File: config.mk
export PLATFORM = sky130hd
export DESIGN_NAME = pipe_stage_regs
export DESIGN_NICKNAME = d
export VERILOG_FILES = /design/src/rtl/pipe_stage_regs.sv
export SDC_FILE = /design/constraint.sdc
export NUM_CORES = 1
export LEC_CHECK = 0
export ABC_AREA = 1
export BUFFER_PORTS_ARGS = -buffer_cell sky130_fd_sc_hd__buf_4
export CORE_UTILIZATION = 43
export DETAILED_ROUTE_END_ITERATION = 10
export PLACE_DENSITY = 0.76
export SKIP_CTS_REPAIR_TIMING = 1
export SLEW_MARGIN = 40
export SYNTH_ARGS = -nofsm -noshare
export SYNTH_HDL_FRONTEND = slang
export SYNTH_SLANG_ARGS = --single-unit
File: constraint.sdc
create_clock -name clk -period 1.4 [get_ports clk]
set_clock_uncertainty 0.1 [all_clocks]
set_input_delay 0.21 -clock clk [delete_from_list [all_inputs] [get_ports clk]]
set_output_delay 0.21 -clock clk [all_outputs]
set_load 0.03 [all_outputs]
File: src/rtl/pipe_stage_regs.sv
// D/E/M/W instruction, PC, valid and write-register pipeline registers with
// stall-driven bubble injection, plus saturating stall and wrapping retire counters.
module pipe_stage_regs #(
  parameter logic [31:0] PC_RESET = 32'h0000_3000,
  parameter int          CNT_W    = 16
) (
  input  logic             clk,
  input  logic             reset,
  input  logic             stall,
  input  logic [31:0]      instrF,
  input  logic [31:0]      pcF,
  output logic             en_pc,
  output logic [31:0]      instrD,
  output logic [31:0]      instrE,
  output logic [31:0]      instrM,
  output logic [31:0]      instrW,
  output logic [31:0]      pcD,
  output logic [31:0]      pcE,
  output logic [31:0]      pcM,
  output logic [31:0]      pcW,
  output logic             validD,
  output logic             validE,
  output logic             validM,
  output logic             validW,
  output logic [4:0]       waE,
  output logic [4:0]       waM,
  output logic [4:0]       waW,
  output logic [CNT_W-1:0] stall_cnt,
  output logic [CNT_W-1:0] retire_cnt
);

  localparam logic [5:0] OP_RTYPE = 6'b000000;
  localparam logic [5:0] OP_JAL   = 6'b000011;
  localparam logic [5:0] OP_ORI   = 6'b001101;
  localparam logic [5:0] OP_LUI   = 6'b001111;
  localparam logic [5:0] OP_LW    = 6'b100011;
  localparam logic [5:0] FN_ADDU  = 6'b100001;
  localparam logic [5:0] FN_SUBU  = 6'b100011;

  logic [31:0]      instrD_q, instrE_q, instrM_q, instrW_q;
  logic [31:0]      instrD_d, instrE_d, instrM_d, instrW_d;
  logic [31:0]      pcD_q, pcE_q, pcM_q, pcW_q;
  logic [31:0]      pcD_d, pcE_d, pcM_d, pcW_d;
  logic             validD_q, validE_q, validM_q, validW_q;
  logic             validD_d, validE_d, validM_d, validW_d;
  logic [4:0]       waE_q, waM_q, waW_q;
  logic [4:0]       waE_d, waM_d, waW_d;
  logic [CNT_W-1:0] stallCnt_q, stallCnt_d;
  logic [CNT_W-1:0] retireCnt_q, retireCnt_d;
  logic [4:0]       destD;

  // Instructions that do not write a register (sw, beq, jr, nop, ...) map to $0.
  always_comb begin
    destD = 5'd0;
    unique case (instrD_q[31:26])
      OP_RTYPE: begin
        if (instrD_q[5:0] == FN_ADDU || instrD_q[5:0] == FN_SUBU) begin
          destD = instrD_q[15:11];
        end
      end
      OP_ORI, OP_LUI, OP_LW: destD = instrD_q[20:16];
      OP_JAL:                destD = 5'd31;
      default:               destD = 5'd0;
    endcase
  end

  always_comb begin
    instrD_d    = instrF;
    pcD_d       = pcF;
    validD_d    = 1'b1;
    instrE_d    = instrD_q;
    pcE_d       = pcD_q;
    validE_d    = validD_q;
    waE_d       = destD;
    instrM_d    = instrE_q;
    pcM_d       = pcE_q;
    validM_d    = validE_q;
    waM_d       = waE_q;
    instrW_d    = instrM_q;
    pcW_d       = pcM_q;
    validW_d    = validM_q;
    waW_d       = waM_q;
    stallCnt_d  = stallCnt_q;
    retireCnt_d = retireCnt_q + {{(CNT_W-1){1'b0}}, validW_q};

    // A stall freezes D and drops a bubble into E while M and W keep draining.
    if (stall) begin
      instrD_d = instrD_q;
      pcD_d    = pcD_q;
      validD_d = validD_q;
      instrE_d = 32'h0;
      validE_d = 1'b0;
      waE_d    = 5'd0;
      if (stallCnt_q != {CNT_W{1'b1}}) begin
        stallCnt_d = stallCnt_q + 1'b1;
      end
    end
  end

  always_ff @(posedge clk) begin
    if (!reset) begin
      instrD_q    <= 32'h0;
      instrE_q    <= 32'h0;
      instrM_q    <= 32'h0;
      instrW_q    <= 32'h0;
      pcD_q       <= PC_RESET;
      pcE_q       <= PC_RESET;
      pcM_q       <= PC_RESET;
      pcW_q       <= PC_RESET;
      validD_q    <= 1'b0;
      validE_q    <= 1'b0;
      validM_q    <= 1'b0;
      validW_q    <= 1'b0;
      waE_q       <= 5'd0;
      waM_q       <= 5'd0;
      waW_q       <= 5'd0;
      stallCnt_q  <= '0;
      retireCnt_q <= '0;
    end else begin
      instrD_q    <= instrD_d;
      instrE_q    <= instrE_d;
      instrM_q    <= instrM_d;
      instrW_q    <= instrW_d;
      pcD_q       <= pcD_d;
      pcE_q       <= pcE_d;
      pcM_q       <= pcM_d;
      pcW_q       <= pcW_d;
      validD_q    <= validD_d;
      validE_q    <= validE_d;
      validM_q    <= validM_d;
      validW_q    <= validW_d;
      waE_q       <= waE_d;
      waM_q       <= waM_d;
      waW_q       <= waW_d;
      stallCnt_q  <= stallCnt_d;
      retireCnt_q <= retireCnt_d;
    end
  end

  assign en_pc      = ~stall | ~reset;
  assign instrD     = instrD_q;
  assign instrE     = instrE_q;
  assign instrM     = instrM_q;
  assign instrW     = instrW_q;
  assign pcD        = pcD_q;
  assign pcE        = pcE_q;
  assign pcM        = pcM_q;
  assign pcW        = pcW_q;
  assign validD     = validD_q;
  assign validE     = validE_q;
  assign validM     = validM_q;
  assign validW     = validW_q;
  assign waE        = waE_q;
  assign waM        = waM_q;
  assign waW        = waW_q;
  assign stall_cnt  = stallCnt_q;
  assign retire_cnt = retireCnt_q;

endmodule

# [Word-level counts from Yosys, hierarchy flattened]
# Index checks and enable logic that the tools add are counted.
[totals] word_cells=36 latch_bits=0 in_bits=67 ff_bits=307 out_inout_bits=308 mem_bits_ro=0 mem_count=0 ram_bits=0
[classes] n_mux=2 bitwise_logic=3 shifts=0 add_sub_neg=2 n_mul=0 n_reduce_logical=5 magnitude_cmp=0 eq_ne=7 div_mod_pow=0
[ops] op="$eq A6 B6 Y1 const B" count=3
[ops] op="$add A16 B1 Y16" count=1
[ops] op="$add A16 B1 Y16 const B" count=1
[ops] op="$ne A16 B16 Y1 const B" count=1
[ops] op="$pmux W5 S3" count=1
[ops] op="$eq A6 B4 Y1 const B" count=2
[ops] op="$eq A6 B2 Y1 const B" count=1
[ops] op="$logic_not A6 Y1" count=1
[ops] op="$mux W5" count=1
[ops] op="$reduce_or A3 Y1" count=1
[ops] op="$not A1 Y1" count=2
[ops] op="$reduce_and A2 Y1" count=1
[ops] op="$reduce_or A2 Y1" count=1
[ops] op="$logic_or A1 B1 Y1" count=1
[ops] op="$or A1 B1 Y1" count=1

# [Longest topological paths before layout]
# Gate-level depths: netlist (run 1).
[depth] word_depth=4 mapped_depth=9 mapped_depth_nobuf=9

# [Worst setup path before layout (run 1)]
# OpenSTA, ideal clock, no wires.
[synth_timing] kind="reg-to-reg" start="register retireCnt_q[0], in the netlist retire_cnt[0]" end="register retireCnt_q[12], in the netlist retire_cnt[12]" arrival_time_ns=1.605 stages_incl_launch_ff=8 setup_slack_ns=-0.421 n_path_buf=0 setup_ns=0.116 synth_period_minus_slack_ns=1.821 required_time_ns=1.184 cell_sequence="dfxtp_1 -> ha_1 -> ha_1 -> nand2_1 -> nor3_1 -> nand3_1 -> o21ai_0 -> nor2_1"
[synth_between] elab_chain_len=1
[synth_lines] item="from (decl)" line_no="49" text="logic [CNT_W-1:0] retireCnt_q, retireCnt_d;"
[synth_lines] item="from (signal assigned)" line_no="136" text="retireCnt_q <= retireCnt_d;"
[synth_lines] item="$add A16 B1 Y16" line_no="84" text="retireCnt_d = retireCnt_q + {{(CNT_W-1){1'b0}}, validW_q};"
# No other way between the ends.
# A chain may end at the register's enable or synchronous reset.

# [Final worst setup path (run 1)]
[layout_timing] start="register stallCnt_q[0], in the netlist stall_cnt[0]" end="register stallCnt_q[9], in the netlist stall_cnt[9]"
[layout_between] elab_chain_len=2 word_cells_on_any_way=3 cone_classes="1 x add/sub; 1 x eq/ne; 1 x reduce/logical"
[layout_lines] item="from (decl)" line_no="48" text="logic [CNT_W-1:0] stallCnt_q, stallCnt_d;"
[layout_lines] item="from (signal assigned)" line_no="135" text="stallCnt_q <= stallCnt_d;"
[layout_lines] item="branches (longest 2 deep; another with $add A16 B1 Y16)"
# Several ways; the timed one is not identified.

==> metrics.md, run 1 <==
| Metric | Value |
|---|---|
| Global Route Usage Sum | 22.6% |
| Seq/Total Area, Yosys | 63.8% |
| DR top layer | met4 |
| Core area | 21,900 um^2 |
| Synth top area cells | dfxtp_1 64%, nand2_1 11%, inv_1 9.2% |
| Hold WC Path Type | primary input to flip-flop |
| Worst Setup Slack post-DPL | -0.139 ns |
| Total leakage power | 0.00830 uW |
| WS Path Type | flip-flop to flip-flop |
| CTS Buffer Depth | 3 |
| Actual slew at the worst max-slew pin | 0.538 ns |
| Worst skew pair latency | 0.54 ns |
| CTS sink cnt | 307 |
| Synth top area share | 63.8% |
| Residual DRC | 0 |
| DR WL met2 | 17,100 um |
| Max-slew violations | 0 |
| Layout cell share with drive strength beyond 1 | 38.5% |
| Max-cap violation count | 0 |
| TritonCTS Buffers | 30 |
| Critical hold path startpoint | stall |
| Avg Vias per Cell | 4.77 |
| Ant diodes | 0 |
| #FFs+latches synth | 307 |
| Met3 WL | 2720 um |
| Area grow syn2layout | 62.8% |
| Global-route wire length before repair | 40,600 um |
| Worst Setup End Kind | flip-flop |
| Starting Density | 44.0% |
| IO Port Bufs | 374 |
| Initial DRT Pass Iterations | 6 |
| Worst slew margin | 64.1% |
| Routed via count | 9,069 |
| Largest net degree at the start of global routing | 116 |
| Avg Inst Size Synth | 8.64 um^2 |
| CTS tree | done |
| Synth cell types | 28 |
| Hold Path Depth | 5 |
| Crit path time final | 1.52 ns |
| Cell area after synthesis | 9640 um^2 |
| Peak VDD IR | 0.930 mV |
| PD cells | 1190 nW/um^2 |
| Final core utilization | 71.7% |
| Final setup fails | 35 |
| RSZ-0062 raised after global routing | true |
| Post-synth net total | 1,185 |
| Root Driver | clkbuf_16 |
| WL met1 | 11,800 um |
| Post-synthesis cell count | 1,115 |
| Critical Path Fanout Max | 4 |
| Die Width | 152 um |
| Clock transition at path regs | 0.06 ns |
| Post-route ant nets | 0 |
| Min Hold Slack | -0.0120 ns |
| YS warnings | 0 |
| WL final | 32,600 um |
| Crit path arrival time | 1.86 ns |
| Hold Vio Cnt, Final | 1 |
| Site row count | 54 |
| Htree depth | 1 |
| Power, Total | 18,700 uW |
| Worst Reg-to-Reg Cells | 9 |
| WP data required | 1.74 ns |
| Initial drt markers | 393 |
| Final Cycle Share | 109% |
| Vias in the first global route | 7,890 |
| Most frequent cells in the layout | 282 x buf_4, 278 x nand2_1, 233 x inv_1, 213 x dfxtp_1, 141 x buf_6 |
| # IOs | 375 |
| Failing checks | hold timing, setup timing |
| Nets@finish | 1,675 |
| Worst setup margin | -0.123 ns |
| DP Wirelength | 19,900 um |
| Die area | 23,000 um^2 |
| Fmax | 657 MHz |
| CP startpoint | stall_cnt[0]$_SDFFE_PN0P_ |
| Yosys top cell by area | dfxtp_1 |
| Die Ht | 152 um |
| Wire length per cell | 17.1 um |
| Grt ovf | 0 |
| Worst setup SP type | flip-flop |
| Gpl congestion | 0.840 |
| Reg2reg start | stall_cnt[0]$_SDFFE_PN0P_ |
| Commonest non-fill, non-tap cell in the layout | buf_4 |
| Initial antenna violation count | 0 |
| Status | complete, but fails checks |
[synthesized netlist by cell type]
library cell  number
o21ai_2            1
nor2_2             3
nor3_1            10
xor2_1             3
nor4_1             1
clkinv_1           1
nand3b_1           1
nand2_2            2
o21ai_0           38
inv_1            236
nor2_1            77
clkbuf_1          13
dfxtp_1          307
nor2_4             1
nand4_1           15
a22o_1            30
nand2_1          284
ha_1               3
buf_1              4
xnor2_1            3
nand3_1           30
buf_6              1
buf_2             21
or2_2              5
nor3b_1            1
buf_4              1
a21oi_2            1
a21oi_1           22
[sequential cells by signal, summed over array words and instances, names as in the netlist]
signal	count
waW	5
pcM	32
validW	1
validE	1
instrW	32
instrE	32
waE	5
validM	1
pcE	32
pcW	32
retire_cnt	16
instrD	32
pcD	32
waM	5
instrM	32
stall_cnt	16
validD	1
[cell type report]
type	instances	area (um^2)
Clock buffer	42	867
Clock inverter	8	68.8
Fill cell	1442	6200
Inverter	237	892
Multi-Input combinational cell	531	2660
Sequential cell	307	6320
Tap cell	280	350
Timing Repair Buffer	498	4530
[per-stage QoR]
stage / instances / cell area (um^2) / setup TNS (ns)
2_1_floorplan: 1115 / 9760 / -0.261
4_1_cts: 1821 / 14100 / -4.59
3_3_place_gp: 1771 / 13100 / -0.172
6_report: 1903 / 15700 / -1.44
3_5_place_dp: 1771 / 13100 / -0.872
5_1_grt: 1903 / 15700 / -3.92
[report_power, final]
group	internal, uW	switching [uW]	leakage, uW
combinational	810	1060	0.00529
clock	4460	3280	0.000463
sequential	8950	191	0.00254
[cells by family (layout without fill, tap and decap cells)]
family / count (synthesis) / count (layout) / synth area share, %
xor+xnor: 6 / 6 / 0.545
fa+ha+maj: 3 / 3 / 0.390
flops: 307 / 307 / 63.8
compound gates: 92 / 92 / 6.02
buf+inv: 277 / 785 / 11.2
simple gates: 430 / 430 / 18.1
[worst max-delay path: stages, from the launching register on]
cell and delay (ns):
dfxtp_4 0.36, ha_4 0.16, inv_2 0.04, nor2_2 0.03, nand2_2 0.13, nor2_4 0.06
nor2_4 0.14, buf_4 0.16, nand2_1 0.06, a21oi_1 0.18
[path summary, 6_finish.rpt]
check / end / slack (ns)
worst max-delay path: stall_cnt[9]$_SDFFE_PN0P_ / -0.12
worst min-delay path: stall_cnt[12]$_SDFFE_PN0P_ / -0.01
worst max register to register: stall_cnt[9]$_SDFFE_PN0P_ / -0.12
worst min register to register: instrM[5]$_SDFF_PN0_ / 0.33
[per-layer routing]
metal	vias to the layer above	GRT usage, %
met2	384	41.0
met1	4300	25.2
met3	66	6.35
li1	4319	-
met4	0	7.38
met5	-	0
No activity file was read; power rests on OpenSTA's default activity.
==> inputs of run 2 (changes only) <==
TNS_END_PERCENT = 50   (was not set)
==> metrics.md, run 2 (synthesis results as in run 1) <==
| Metric | Value |
|---|---|
| Clock share of power | 44.2% (+2.9 points) |
| Worst Setup End Kind | flip-flop |
| Failing checks | setup timing |
| Critical hold path startpoint | reset |
| Die area | 23,000 um^2 (unchanged) |
| Fmax | 631 MHz (-3.9%) |
| DP Wirelength | 20,400 um (+2.5%) |
| Hold Path Sink | retire_cnt[0]$_SDFF_PN0_ |
| Worst Reg-to-Reg Cells | 8 (-1) |
| Residual DRC | 0 (unchanged) |
| Nets@finish | 1,699 (+1.4%) |
| Placed cell area | 13,300 um^2 (+0.96%) |
| Vias in the first global route | 8,311 (+5.3%) |
| Die Ht | 152 um (unchanged) |
| Crit path time final | 1.59 ns (+0.0626 ns) |
| WP data required | 1.77 ns (+0.03 ns) |
| R2r setup slk | -0.19 ns (-0.06 ns) |
| CTS tree | done |
| Min Hold Slack | 0.0106 ns (+0.0226 ns) |
| Max stage delay on crit path | 0.36 ns (about the same) |
| Reg-to-reg endpoint | stall_cnt[7]$_SDFFE_PN0P_ |
| Initial antenna violation count | 1 (+1) |
| Largest net degree at the start of global routing | 69 (-41%) |
| Global Route Usage Sum | 23.1% (+0.52 points) |
| CP delay by family, top | compound AO/OA/AOI/OAI gates |
| RSZ-0062 raised after global routing | true |
| Post-route ant nets | 0 (unchanged) |
| Hold WC Path Type | primary input to flip-flop |
| Reg2reg start | stall_cnt[1]$_SDFFE_PN0P_ |
| Internal Pwr Total | 15,100 uW (+6.2%) |
| Hold Path Depth | 4 (-1) |
| Worst setup margin | -0.185 ns (-0.0626 ns) |
| Area grow syn2layout | 68.3% |
| Htree depth | 1 (unchanged) |
| Commonest non-fill, non-tap cell in the layout | buf_4 |
| Finished Cell Area | 16,200 um^2 (+3.4%) |
| Worst skew pair latency | 0.55 ns (about the same) |
| IO Port Bufs | 374 (unchanged) |
| Psw | 4790 uW (+5.8%) |
| Actual slew at the worst max-slew pin | 0.400 ns (-0.138 ns) |
| Sequential power share | 46.1% (-2.7 points) |
| Status | complete, but fails checks |
| Avg Vias per Cell | 4.83 (+1.4%) |
| Starting Density | 44.0% (unchanged) |
| Max-slew violations | 0 (unchanged) |
| Critical Path Fanout Max | 6 (+2) |
| Max-cap violation count | 0 (unchanged) |
| TritonCTS Buffers | 30 (unchanged) |
| Total leakage power | 0.00863 uW (+4.0%) |
| Clock transition at path regs | 0.06 ns (about the same) |
| PD cells | 1230 nW/um^2 (+2.6%) |
| WL final | 35,700 um (+9.4%) |
| Core area | 21,900 um^2 (unchanged) |
| Worst setup SP type | flip-flop |
| Placed cells | 1,787 (+0.90%) |
| # IOs | 375 (unchanged) |
| Grt ovf | 0 (unchanged) |
| Final Cycle Share | 113% (+4.5 points) |
| Slowest stage cell, crit path | dfxtp_4 |
| Final setup fails | 42 (+20%) |
| Comb power frac | 9.8% (-0.2 points) |
| Most frequent cells in the layout | 280 x buf_4, 270 x nand2_1, 234 x inv_1, 190 x dfxtp_1, 163 x buf_6 |
| Root Driver | clkbuf_16 |
| WS Path Type | flip-flop to flip-flop |
| Initial drt markers | 548 (+39%) |
| Layout cell share with drive strength beyond 1 | 41.6% (+3.1 points) |
| CTS Buffer Depth | 3 (unchanged) |
| Gpl congestion | 0.875 (+4.2%) |
| Crit path arrival time | 1.95 ns (+0.09 ns) |
| Hold Vio Cnt, Final | 0 (-1) |
| Sw Share | 24.1% (-0.072 points) |
| Number of buffers and inverters on the critical path | 2 (unchanged) |
| Site row count | 54 (unchanged) |
| Routed via count | 9,338 (+3.0%) |
| Worst slew margin | 73.3% (+9.2 points) |
| Global-route wire length before repair | 41,400 um (+1.9%) |
| Wire length per cell | 18.5 um (+7.7%) |
| Die Width | 152 um (unchanged) |
| Worst Setup Slack post-DPL | -0.0278 ns (+0.112 ns) |
| Filler cells | 1,330 (-7.8%) |
| CP cell instances | ha_4 -> inv_2 -> nor2_2 -> nand2_2 -> o21ai_4 -> buf_12 -> nand2_4 -> a21oi_2 |
| Peak VDD IR | 1.09 mV (+18%) |
| Layout Cells excl Fill | 1,933 (+1.6%) |
| Initial DRT Pass Iterations | 6 (unchanged) |
| CTS sink cnt | 307 (unchanged) |
[run 2: how the worst max path moves through the flow]
stage,startpoint,endpoint,slack (ns),cells after the start
floorplan,validW$_SDFF_PN0_,retire_cnt[12]$_SDFF_PN0_,-0.06,7
global placement,validW$_SDFF_PN0_,retire_cnt[12]$_SDFF_PN0_,-0.008,7
detailed placement,validW$_SDFF_PN0_,retire_cnt[7]$_SDFF_PN0_,-0.03,6
CTS,stall_cnt[0]$_SDFFE_PN0P_,stall_cnt[0],-0.26,3
global route,stall_cnt[1]$_SDFFE_PN0P_,stall_cnt[12]$_SDFFE_PN0P_,-0.23,8
finish,stall_cnt[1]$_SDFFE_PN0P_,stall_cnt[7]$_SDFFE_PN0P_,-0.19,8
[run 2: layer usage]
layer / GRT usage (%) / part of all wire (%) / vias to the layer above
li1: - / - / 4358
met1: 24.3 / 35 / 4410
met2: 43.2 / 52 / 455
met3: 6.50 / 8.4 / 115
met4: 8.71 / 4.2 / 0
met5: 0 / 0 / -
[run 2: final cells by class]
type	instances	area, um^2	share of cell area (%)
flip-flops and latches	307	6340	39.1
multi-input cells	531	2710	16.7
inverters	237	890	5.48
well taps	280	350	2.16
repair buffers	522	4840	29.9
clock inverters	17	225	1.39
clock buffers	38	863	5.32
diodes	1	2.50	0.0154
[run 2: power groups by stage]
stage | sequential, uW | clock [uW] | combinational (uW)
3_5_place_dp | 9310 | 0 | 1580
5_1_grt | 9170 | 9200 | 2040
6_report | 9160 | 8780 | 1940
4_1_cts | 9120 | 8800 | 1600
2_1_floorplan | 9740 | 0 | 377
3_3_place_gp | 9300 | 0 | 1560
[run 2: worst register-to-register path, cell delays in order (launching register included)]
cell     delay (ns)
dfxtp_4        0.36
ha_4           0.15
inv_2          0.04
nor2_2         0.11
nand2_2        0.14
o21ai_4        0.24
buf_12         0.18
nand2_4        0.05
a21oi_2        0.14
[run 2: metrics by stage]
stage	setup TNS (ns)	utilization, %	total power [uW]
2_1_floorplan	-0.307	-	10100
3_5_place_dp	-0.122	60.6	10900
6_report	-3.55	74.1	19900
3_3_place_gp	-0.00818	60.6	10900
4_1_cts	-4.93	65.6	19500
5_1_grt	-5.82	74.1	20400
